File: src/rtl/sy_pkg.sv
// Shared core types and constants used by the writeback stage.
package sy_pkg;

    // GPR data width and register-file geometry.
    localparam int unsigned DWTH      = 32;
    localparam int unsigned REG_IDX_W = 5;
    localparam int unsigned NUM_REGS  = 32;

    // Register-file write request as carried through the MDU result buffer.
    typedef struct packed {
        logic [REG_IDX_W-1:0] idx;
        logic [DWTH-1:0]      data;
    } wbk_req_t;

    // Owner of the single register-file write slot in a given cycle.
    typedef enum logic [1:0] {
        SlotNone = 2'd0,
        SlotAlu  = 2'd1,
        SlotMdu  = 2'd2
    } slot_sel_e;

    // One-hot decode of a register index; x0 maps to all-zeros so it can
    // never be marked busy or cleared.
    function automatic logic [NUM_REGS-1:0] idx_onehot(input logic [REG_IDX_W-1:0] idx);
        logic [NUM_REGS-1:0] vec;
        vec = '0;
        if (idx != '0) begin
            vec[idx] = 1'b1;
        end
        return vec;
    endfunction

endpackage

File: src/rtl/sy_ppl_wbk_fifo.sv
// Generic synchronous FIFO. Only pointers and count are reset; storage is not.
module sy_ppl_wbk_fifo #(
    parameter int unsigned DEPTH = 2,   // power of two, >= 2
    parameter type         T     = logic
) (
    input  logic clk_i,
    input  logic rst_i,        // synchronous, active-low
    input  logic push_i,
    input  T     push_data_i,
    input  logic pop_i,
    output logic full_o,
    output logic empty_o,
    output T     head_o
);

    localparam int unsigned PTR_W = $clog2(DEPTH);
    localparam int unsigned CNT_W = PTR_W + 1;

    T                 mem_q [DEPTH];
    logic [PTR_W-1:0] wr_ptr_q, wr_ptr_d;
    logic [PTR_W-1:0] rd_ptr_q, rd_ptr_d;
    logic [CNT_W-1:0] cnt_q,    cnt_d;
    logic             push_ok;
    logic             pop_ok;

    assign full_o  = (cnt_q == CNT_W'(DEPTH));
    assign empty_o = (cnt_q == '0);
    assign head_o  = mem_q[rd_ptr_q];

    // Requests that would overflow or underflow are ignored.
    assign push_ok = push_i & ~full_o;
    assign pop_ok  = pop_i & ~empty_o;

    // Next-state for pointers and occupancy; pointers wrap at DEPTH by width.
    always_comb begin
        wr_ptr_d = wr_ptr_q;
        rd_ptr_d = rd_ptr_q;
        cnt_d    = cnt_q;
        if (push_ok) begin
            wr_ptr_d = wr_ptr_q + PTR_W'(1);
        end
        if (pop_ok) begin
            rd_ptr_d = rd_ptr_q + PTR_W'(1);
        end
        case ({push_ok, pop_ok})
            2'b10:   cnt_d = cnt_q + CNT_W'(1);
            2'b01:   cnt_d = cnt_q - CNT_W'(1);
            default: cnt_d = cnt_q;
        endcase
    end

    // Pointer and count registers with synchronous active-low reset.
    always_ff @(posedge clk_i) begin
        if (!rst_i) begin
            wr_ptr_q <= '0;
            rd_ptr_q <= '0;
            cnt_q    <= '0;
        end else begin
            wr_ptr_q <= wr_ptr_d;
            rd_ptr_q <= rd_ptr_d;
            cnt_q    <= cnt_d;
        end
    end

    // Entry storage, written on accepted push only.
    always_ff @(posedge clk_i) begin
        if (push_ok) begin
            mem_q[wr_ptr_q] <= push_data_i;
        end
    end

endmodule

File: src/rtl/sy_ppl_wbk.sv
// Writeback stage: arbitrates the single register-file write port between the
// never-stalled ALU and the buffered MDU, and tracks pending MDU destinations.
module sy_ppl_wbk
    import sy_pkg::*;
#(
    parameter int unsigned MDU_FIFO_DEPTH = 2
) (
    input  logic                 clk_i,
    input  logic                 rst_i,                 // synchronous, active-low

    input  logic                 alu_wbk__rdst_en_i,
    input  logic [REG_IDX_W-1:0] alu_wbk__rdst_idx_i,
    input  logic [DWTH-1:0]      alu_wbk__rdst_data_i,

    input  logic                 mdu_wbk__vld_i,
    output logic                 wbk_mdu__rdy_o,
    input  logic [REG_IDX_W-1:0] mdu_wbk__rdst_idx_i,
    input  logic [DWTH-1:0]      mdu_wbk__rdst_data_i,

    input  logic                 dec_wbk__mdu_issue_i,
    input  logic [REG_IDX_W-1:0] dec_wbk__mdu_rd_idx_i,
    input  logic [REG_IDX_W-1:0] dec_wbk__rs1_idx_i,
    input  logic [REG_IDX_W-1:0] dec_wbk__rs2_idx_i,
    output logic                 wbk_dec__rs_busy_o,

    output logic                 wbk_reg__rdst_en_o,
    output logic [REG_IDX_W-1:0] wbk_reg__rdst_idx_o,
    output logic [DWTH-1:0]      wbk_reg__rdst_data_o
);

    wbk_req_t             mdu_req;
    wbk_req_t             fifo_head;
    logic                 fifo_full;
    logic                 fifo_empty;
    logic                 fifo_push;
    logic                 fifo_pop;
    slot_sel_e            slot_sel;

    logic                 rdst_en_q,   rdst_en_d;
    logic [REG_IDX_W-1:0] rdst_idx_q,  rdst_idx_d;
    logic [DWTH-1:0]      rdst_data_q, rdst_data_d;

    logic [NUM_REGS-1:0]  busy_q, busy_d;
    logic [NUM_REGS-1:0]  busy_set;
    logic [NUM_REGS-1:0]  busy_clr;

    // ------------------------------------------------------------------
    // MDU result buffer
    // ------------------------------------------------------------------
    assign mdu_req.idx  = mdu_wbk__rdst_idx_i;
    assign mdu_req.data = mdu_wbk__rdst_data_i;

    // Ready depends only on current occupancy; a full buffer never accepts,
    // even if the head is popped in the same cycle.
    assign wbk_mdu__rdy_o = ~fifo_full;
    assign fifo_push      = mdu_wbk__vld_i & ~fifo_full;

    sy_ppl_wbk_fifo #(
        .DEPTH (MDU_FIFO_DEPTH),
        .T     (wbk_req_t)
    ) u_mdu_fifo (
        .clk_i       (clk_i),
        .rst_i       (rst_i),
        .push_i      (fifo_push),
        .push_data_i (mdu_req),
        .pop_i       (fifo_pop),
        .full_o      (fifo_full),
        .empty_o     (fifo_empty),
        .head_o      (fifo_head)
    );

    // ------------------------------------------------------------------
    // Slot arbitration and output-register next state
    // ------------------------------------------------------------------
    // ALU to a real register wins; ALU to x0 is dropped and frees the slot.
    always_comb begin
        slot_sel = SlotNone;
        if (alu_wbk__rdst_en_i && (alu_wbk__rdst_idx_i != '0)) begin
            slot_sel = SlotAlu;
        end else if (!fifo_empty) begin
            slot_sel = SlotMdu;
        end
    end

    assign fifo_pop = (slot_sel == SlotMdu);

    // Load the winner; a popped x0 entry is consumed without a write.
    always_comb begin
        rdst_en_d   = 1'b0;
        rdst_idx_d  = rdst_idx_q;
        rdst_data_d = rdst_data_q;
        unique case (slot_sel)
            SlotAlu: begin
                rdst_en_d   = 1'b1;
                rdst_idx_d  = alu_wbk__rdst_idx_i;
                rdst_data_d = alu_wbk__rdst_data_i;
            end
            SlotMdu: begin
                if (fifo_head.idx != '0) begin
                    rdst_en_d   = 1'b1;
                    rdst_idx_d  = fifo_head.idx;
                    rdst_data_d = fifo_head.data;
                end
            end
            default: ;
        endcase
    end

    // Register-file write port register.
    always_ff @(posedge clk_i) begin
        if (!rst_i) begin
            rdst_en_q   <= 1'b0;
            rdst_idx_q  <= '0;
            rdst_data_q <= '0;
        end else begin
            rdst_en_q   <= rdst_en_d;
            rdst_idx_q  <= rdst_idx_d;
            rdst_data_q <= rdst_data_d;
        end
    end

    assign wbk_reg__rdst_en_o   = rdst_en_q;
    assign wbk_reg__rdst_idx_o  = rdst_idx_q;
    assign wbk_reg__rdst_data_o = rdst_data_q;

    // ------------------------------------------------------------------
    // Busy scoreboard
    // ------------------------------------------------------------------
    // Clear when the MDU entry enters the output register; the regfile bypass
    // covers the following cycle. A same-edge new issue re-sets the bit.
    always_comb begin
        busy_set = '0;
        busy_clr = '0;
        if (dec_wbk__mdu_issue_i) begin
            busy_set = idx_onehot(dec_wbk__mdu_rd_idx_i);
        end
        if (slot_sel == SlotMdu) begin
            busy_clr = idx_onehot(fifo_head.idx);
        end
        busy_d = (busy_q & ~busy_clr) | busy_set;
    end

    // Busy vector register.
    always_ff @(posedge clk_i) begin
        if (!rst_i) begin
            busy_q <= '0;
        end else begin
            busy_q <= busy_d;
        end
    end

    // Hazard query straight off the registered scoreboard.
    assign wbk_dec__rs_busy_o =
        ((dec_wbk__rs1_idx_i != '0) & busy_q[dec_wbk__rs1_idx_i]) |
        ((dec_wbk__rs2_idx_i != '0) & busy_q[dec_wbk__rs2_idx_i]);

    // Decode must not issue to a destination that is still pending, unless
    // that destination is being retired on this very edge.
    a_no_busy_reissue : assert property (
        @(posedge clk_i) disable iff (!rst_i)
        (dec_wbk__mdu_issue_i && (dec_wbk__mdu_rd_idx_i != '0)) |->
            (!busy_q[dec_wbk__mdu_rd_idx_i] || busy_clr[dec_wbk__mdu_rd_idx_i])
    );

endmodule

File: config.mk
export PLATFORM = sky130hd
export DESIGN_NAME = sy_ppl_wbk
export DESIGN_NICKNAME = d
export VERILOG_FILES = /design/src/rtl/sy_pkg.sv /design/src/rtl/sy_ppl_wbk_fifo.sv /design/src/rtl/sy_ppl_wbk.sv
export SDC_FILE = /design/constraint.sdc
export NUM_CORES = 1
export LEC_CHECK = 0
export ABC_AREA = 0
export CORE_AREA = 2 2 160 115
export CTS_CLUSTER_DIAMETER = 200
export DETAILED_ROUTE_END_ITERATION = 7
export DIE_AREA = 0 0 162 117
export PLACE_DENSITY = 0.58
export SETUP_SLACK_MARGIN = 0.4
export SKIP_LAST_GASP = 1
export SLEW_MARGIN = 20
export SYNTH_ARGS = -nofsm -noshare
export SYNTH_HDL_FRONTEND = slang
export SYNTH_HIERARCHICAL = 1
export SYNTH_SLANG_ARGS = --single-unit
File: constraint.sdc
create_clock -name clk_i -period 3.2 [get_ports clk_i]
set_clock_uncertainty 0.15 [all_clocks]
set_input_delay 0.64 -clock clk_i [delete_from_list [all_inputs] [get_ports clk_i]]
set_output_delay 0.64 -clock clk_i [all_outputs]
set_load 0.02 [all_outputs]
======== Yosys cells after proc, flatten, opt, wreduce, memory -nomap -nowiden ========
Memories as Yosys holds them, arrays and structs flattened. A register that Yosys moved wholly into a read port is not among the register bits.
Index checks and enable logic that the tools add are counted.
storage, ports and cells
  register bits after elaboration ......... 74
  latch bits .............................. 0
  bits in writable memories ............... 74
  ROM bits ................................ 0
  input bits .............................. 94
  output and inout bits ................... 40
  logic and storage cells ................. 72
  memories ................................ 1
memory list
  memory            words  width  read ports  clocked after Yosys merged registers in  write ports  line                   RTL
  u_mdu_fifo.mem_q  2      37     1           1                                        1            sy_ppl_wbk_fifo.sv:19  T mem_q [DEPTH];
cells by class
  add/subtract/negate cells ............... 4
  $mul .................................... 0
  div/mod/pow operators ................... 0
  $lt $le $gt $ge ......................... 6
  equality and inequality tests ........... 6
  shift operators ......................... 0
  mux-type cells .......................... 25
  bitwise gates (word level) .............. 11
  reductions and logical operators ........ 12
operators by type and width
  kind                   count
  $mux W32               5
  $pmux W32 S2           1
  $and A32 B32 Y32       1
  $not A32 Y32           1
  $or A32 B32 Y32        1
  $reduce_bool A5 Y1     5
  $lt A5 B6 Y1 const B   4
  $bmux W1 S5            2
  $demux W1 S5           2
  $ge A5 B1 Y1 const B   2
  $pmux W5 S2            1
  $mux W1                9
  $eq A2 B2 Y1 const B   3
  $and A1 B1 Y1          5
  $mux W5                1
  $eq A2 B1 Y1 const B   2
  $mux W2                2
  $pmux W2 S2            1
  $reduce_bool A2 Y1     2
  $logic_and A1 B1 Y1    3
  $add A1 B1 Y1 const B  2
  $add A2 B1 Y2 const B  1
  $logic_not A2 Y1       1
  $ne A2 B2 Y1 const B   1
  other kinds (5)        6

======== Logic depth before layout (Yosys ltp) ========
  depth in word-level cells ............... 9
  mapped depth ............................ 11
  gate-level depth less buffers ........... 8

======== Cells and area by module ========
Netlist, hierarchy kept.
by module, submodules not included
  module           times used  cells an instance  area an instance (um2)  sequential area each (um2)
  sy_ppl_wbk       1           380                3592.2                  1381.3
  sy_ppl_wbk_fifo  1           141                2895.3                  2322.2

======== Worst setup path after synthesis ========
No wires, ideal clock.
  kind .................................... input-to-reg
  from .................................... input port alu_wbk__rdst_idx_i[0]
  to ...................................... register u_mdu_fifo.cnt_q[1]
  setup time .............................. 0.070 ns
  arrival time ............................ 2.610 ns
  data required time ...................... 2.980 ns
  path slack .............................. 0.370 ns
  stages on the path ...................... 8
  path buffers ............................ 1
  cells stage by stage .................... or4_4 o21a_4 nor2_8 buf_6 o21a_1 ha_1 or3_1 a21boi_1
between the ends
  cells in the longest elaborated chain, start to end .. 7
  elaborated cells between the ends (all ways) .. 9
  classes of those cells .................. eq/ne (3); mux (2); bitwise (1); reduce/logical (3)
RTL lines
  what                                               line                   RTL
  start, declared                                    sy_ppl_wbk.sv:12       input logic [REG_IDX_W-1:0] alu_wbk__rdst_idx_i,
  $reduce_bool A5 Y1 (*)                             sy_ppl_wbk.sv:78       if (alu_wbk__rdst_en_i && (alu_wbk__rdst_idx_i != '0)) begin
  $logic_and A1 B1 Y1 (*)                            sy_ppl_wbk.sv:78
  $mux W2 (*)                                        sy_ppl_wbk.sv:78
  $eq A2 B2 Y1 (*)                                   sy_ppl_wbk.sv:85       assign fifo_pop = (slot_sel == SlotMdu);
  via fifo_pop                                       sy_ppl_wbk.sv:36       logic fifo_pop;
  $and A1 B1 Y1 (*)                                  sy_ppl_wbk_fifo.sv:32  assign pop_ok = pop_i & ~empty_o;
  via u_mdu_fifo.pop_ok                              sy_ppl_wbk_fifo.sv:24  logic pop_ok;
  $eq A2 B1 Y1 or $eq A2 B2 Y1 (tied branches)       sy_ppl_wbk_fifo.sv:45  case ({push_ok, pop_ok})
  $pmux W2 S2 or $reduce_bool A2 Y1 (tied branches)  --
  end signal, assigned                               sy_ppl_wbk_fifo.sv:61  cnt_q <= cnt_d;
  end, declared                                      sy_ppl_wbk_fifo.sv:22  logic [CNT_W-1:0] cnt_q, cnt_d;
Mark *: on every way through the listed nets, which the timed path passes. The rest lies on a longest branch.
A chain may end at the register's enable or synchronous reset.

======== Worst setup path in the final report ========
  from .................................... input port dec_wbk__rs1_idx_i[0]
  to ...................................... output port wbk_dec__rs_busy_o
between the ends
  cells in the longest elaborated chain, start to end .. 4
  elaborated cells between the ends (all ways) .. 5
  classes of those cells .................. mux (2); bitwise (2); reduce/logical (1)
RTL lines
  what                           line               RTL
  start, declared                sy_ppl_wbk.sv:22   input logic [REG_IDX_W-1:0] dec_wbk__rs1_idx_i,
  $bmux W1 S5                    sy_ppl_wbk.sv:154  ((dec_wbk__rs1_idx_i != '0) & busy_q[dec_wbk__rs1_idx_i]) |
  $mux W1 (not written as such)  sy_ppl_wbk.sv:154
  $and A1 B1 Y1 (*)              sy_ppl_wbk.sv:154
  $or A1 B1 Y1 (*)               sy_ppl_wbk.sv:154
  end, declared                  sy_ppl_wbk.sv:24   output logic wbk_dec__rs_busy_o,
Mark *: on every way between the ends. The rest lies on a longest branch, timed or not. The select of a mux whose other input is x is not followed.

==> qor.log <==
INFO  run_status     outcome=completed
INFO  critical_path  crit_path_start_kind=primary input
INFO  drt            drt.antenna.violating_nets=0
INFO  synthesis      synthArstFlopShare=0%
INFO  drt            drc=0
INFO  pwr            p_int=4290µW
INFO  critical_path  crit_path_top_delay_cell=mux4_2
INFO  cts            cts_root_buf=clkbuf_16
INFO  synthesis      synth.top_cells.by_area=edfxtp_1 34%, dfxtp_1 23%, mux2i_1 7.4%, mux2_2 6.8%, a211oi_1 3.7%
INFO  synthesis      synth_top_family_by_area=multiplexers
INFO  sta            finalMaxSlewViolations=0
INFO  sta            unrepaired_setup_endpoints_after_global_routing=yes
INFO  synthesis      synth_area=0.00649mm²
INFO  synthesis      synth_xor_area_share=0.405%
INFO  critical_path  path_class=in -> out
INFO  drt            first_pass_iters=5
INFO  global_route   number_of_global_route_vias_before_repair=4847
INFO  critical_path  critical_path_required=2410ps
INFO  synthesis      syn_nets=616
INFO  sta            fmaxAchievable=0.340GHz
INFO  synthesis      synthDominantCellAreaShare=34.3%
INFO  pwr            clkPwrFrac=30.8%
INFO  drt            drt-vias-per-instance=5.32
INFO  drt            maxUsedRoutingLayer=met4
INFO  synthesis      synth_area_leader_cell=edfxtp_1
INFO  global_route   grt_first_pass_wirelength=26.2mm
INFO  drt            avgRoutedWirePerCell=18.4µm
INFO  synthesis      postSynthRegisterBits=148
INFO  critical_path  critPathMaxStageDelay=510ps
INFO  drt            dr_total_vias=4880
INFO  cts            cts.sinks=148
INFO  min_path       min_path_cells=2
INFO  cts            number_of_buffers_added_by_the_clock_tree_synthesis_step=17
INFO  synthesis      synth_ff_type=edfxtp_1
INFO  cts            clk_latency=410ps
INFO  sta            hold_viol=0
INFO  min_path       min_path_type=reg -> reg
INFO  drt            met2WireLength=7.55mm
INFO  pwr            vdd.ir_drop.worst=0.381mV
INFO  synthesis      synth_commonest_cells=74 x dfxtp_1, 74 x edfxtp_1, 48 x mux2i_1, 48 x nor2_1, 39 x mux2_2
INFO  placed_design  buffer_ports.inserted=133
INFO  cts            cts_tree=yes
INFO  layout         areaGrowthSynthToFinish=36.1%
INFO  synthesis      post_synth_inst_count=521
INFO  synthesis      per_instance_average_area_after_synthesis=12.5µm²
INFO  synthesis      synthSimpleGateAreaFrac=8.99%
INFO  global_route   grt_remaining_overflow=0
INFO  sta            worstMarginPinSlew=780ps
INFO  floorplanning  core-area=0.0175mm²
INFO  synthesis      synth_compound_gate_area_share=13.6%
INFO  layout         drive_gt1_share=19.8%
INFO  cts            cts-root-to-sink-buffers=2
INFO  floorplanning  floorplan.initialDensity=37.0%
INFO  layout         final_cell_count_without_fillers=917
INFO  drt            first_iter_violations=383
INFO  critical_path  timing.critical_path.arrival=2150ps
INFO  pwr            power.net_switching=1970µW
INFO  global_route   grt_start_max_net_pins=67
INFO  sta            max_slew_margin=47.8%
INFO  sta            post-route-period-util=92.0%
INFO  placed_design  gpl.final_weighted_congestion=0.946
INFO  floorplanning  io_pins=134
INFO  synthesis      yosysWarnings=6
INFO  layout         antenna_cells=0
INFO  critical_path  cpMostUsedCell=buf_6
INFO  synthesis      post_synth_edffs=74
INFO  critical_path  timing.critical_path.fanout_max=6
INFO  global_route   antenna_found_initial=0
INFO  global_route   grtUsageTotal=17.9%
INFO  synthesis      seq_area_frac_synth=57.1%
INFO  synthesis      post_synth_adder_cell_area=0.193%
INFO  floorplanning  die_height=117µm
INFO  floorplanning  dieArea=0.0190mm²
INFO  sta            min_period=2940ps
INFO  critical_path  critical_path.cell_chain=buf_6, buf_6, mux4_2, mux2i_1, nor3b_1, a311oi_1, o211ai_1, buf_4
INFO  synthesis      muxShareOfSynthArea=16.6%
INFO  sta            finalSetupViolations=0
INFO  synthesis      ys_types=49
INFO  critical_path  register_to_register_path_depth=6
INFO  pwr            switching_share=31.4%
INFO  drt            met1Wirelength=7.85mm
INFO  pwr            pwr-share-comb=29.6%
INFO  layout         layout.nets=763
INFO  placed_design  dpl.cell_count=884
INFO  placed_design  total_half_perimeter_wirelength_after_legalization_and_detailed_placement=11.9mm
INFO  pwr            seqPwrFrac=39.6%
INFO  pwr            power.static_leakage=0.00309µW
INFO  critical_path  timing.critical_path.to_type=output port
INFO  drt            drt-total-wl=16.9mm
INFO  pwr            design_power_total=6260µW
INFO  pwr            pwr_density_cell=708mW/mm²
INFO  floorplanning  fp-row-count=41
INFO  drt            routed-wl-met3=1.32mm
INFO  sta            hold_ws=329ps
INFO  cts            clock_pin_slew_worst_setup_and_hold_paths=70ps
INFO  floorplanning  floorplan.die.width=162µm
INFO  cts            cts_htree_levels=4
INFO  job            max_cap_viol_count=0
[timing repair]
| action | CTS | global route |
|---|---|---|
| buffers inserted | 1 | 0 |
| gates cloned | 0 | 0 |
| endpoints found under the setup margin | 1 | 1 |
| pin swaps | 5 | 0 |
| gates resized for setup | 20 | 0 |
| hold buffers | 0 | 0 |
[area by class of cell]
class	count	area [µm²]
Fill cell	1532	8710
Sequential cell	148	3700
Multi-Input combinational cell	330	2620
Timing Repair Buffer	163	1610
Clock buffer	18	429
Tap cell	236	295
Clock inverter	14	144
Inverter	8	30.0
[metrics by stage]
stage	utilization [%]	area, µm²	setup WS [ps]	setup TNS (ps)
after floorplan	-	6510	404	0
after global routing	50.3	8830	144	0
after CTS	50.3	8830	260	0
final	50.3	8830	257	0
after global placement	47.0	8240	-500	-500
after detailed placement	47.0	8240	-559	-559
[worst max-delay path, delay by kind of cell]
family | cells | cell delay [ps]
compound gates | 2 | 400
buf+inv | 3 | 370
mux | 2 | 670
simple gates | 1 | 70
[per-layer routing]
layer / track usage (%) / vias to the layer above
met5: 0 / -
met4: 5.60 / 0
met3: 4.47 / 14
met2: 28.1 / 211
met1: 24.6 / 2359
li1: - / 2296
[layout by cell type, fill, tap and decap left out, types with 6 or more instances in the layout]
master,n
a211oi_1,32
a21oi_1,12
buf_4,26
clkbuf_16,17
clkdlybuf4s50_1,127
dfxtp_1,73
edfxtp_1,74
inv_1,6
mux2_2,38
mux2i_1,48
mux4_2,7
nand2_1,7
nand3_1,11
nand3b_1,6
nor2_1,48
o211ai_1,18
o211ai_2,8
o21ai_0,26
o21ai_1,6
[cells by family (layout without fill, tap and decap cells)]
logic type                 after synthesis  count (layout)
adders and majority gates                1               1
muxes                                   94              94
AOI/OAI and AO/OA                      124             124
xor gates and xnor gates                 3               3
and+or+nand+nor                        108             108
DFF                                    148             148
buffers and inverters                   43             203
[flip-flops by register name (all words and copies together), names as in the netlist, named ones only]
register,count
u_mdu_fifo/mem_q,74
wbk_reg__rdst_idx_o,5
u_mdu_fifo/cnt_q,2
busy_q,31
u_mdu_fifo/rd_ptr_q,1
wbk_reg__rdst_en_o,1
wbk_reg__rdst_data_o,32
u_mdu_fifo/wr_ptr_q,1
[power by group through the flow]
stage | registers (µW) | logic, µW | clock network, µW
2_1_floorplan | 2650 | 978 | 0
3_3_place_gp | 2500 | 1830 | 0
3_5_place_dp | 2520 | 1860 | 0
4_1_cts | 2480 | 1870 | 1960
5_1_grt | 2510 | 1990 | 2040
6_report | 2480 | 1850 | 1930
[worst paths after layout]
path	start	to	slack, ps
max reg2reg	register	wbk_reg__rdst_data_o[19]$_SDFFE_PN0P_	690
min	u_mdu_fifo/wr_ptr_q$_SDFFE_PN0P_	u_mdu_fifo/wr_ptr_q$_SDFFE_PN0P_	330
min reg2reg	u_mdu_fifo/wr_ptr_q$_SDFFE_PN0P_	u_mdu_fifo/wr_ptr_q$_SDFFE_PN0P_	330
max	dec_wbk__rs1_idx_i[0]	wbk_dec__rs_busy_o	260
Power figures use the tool's default switching activity.
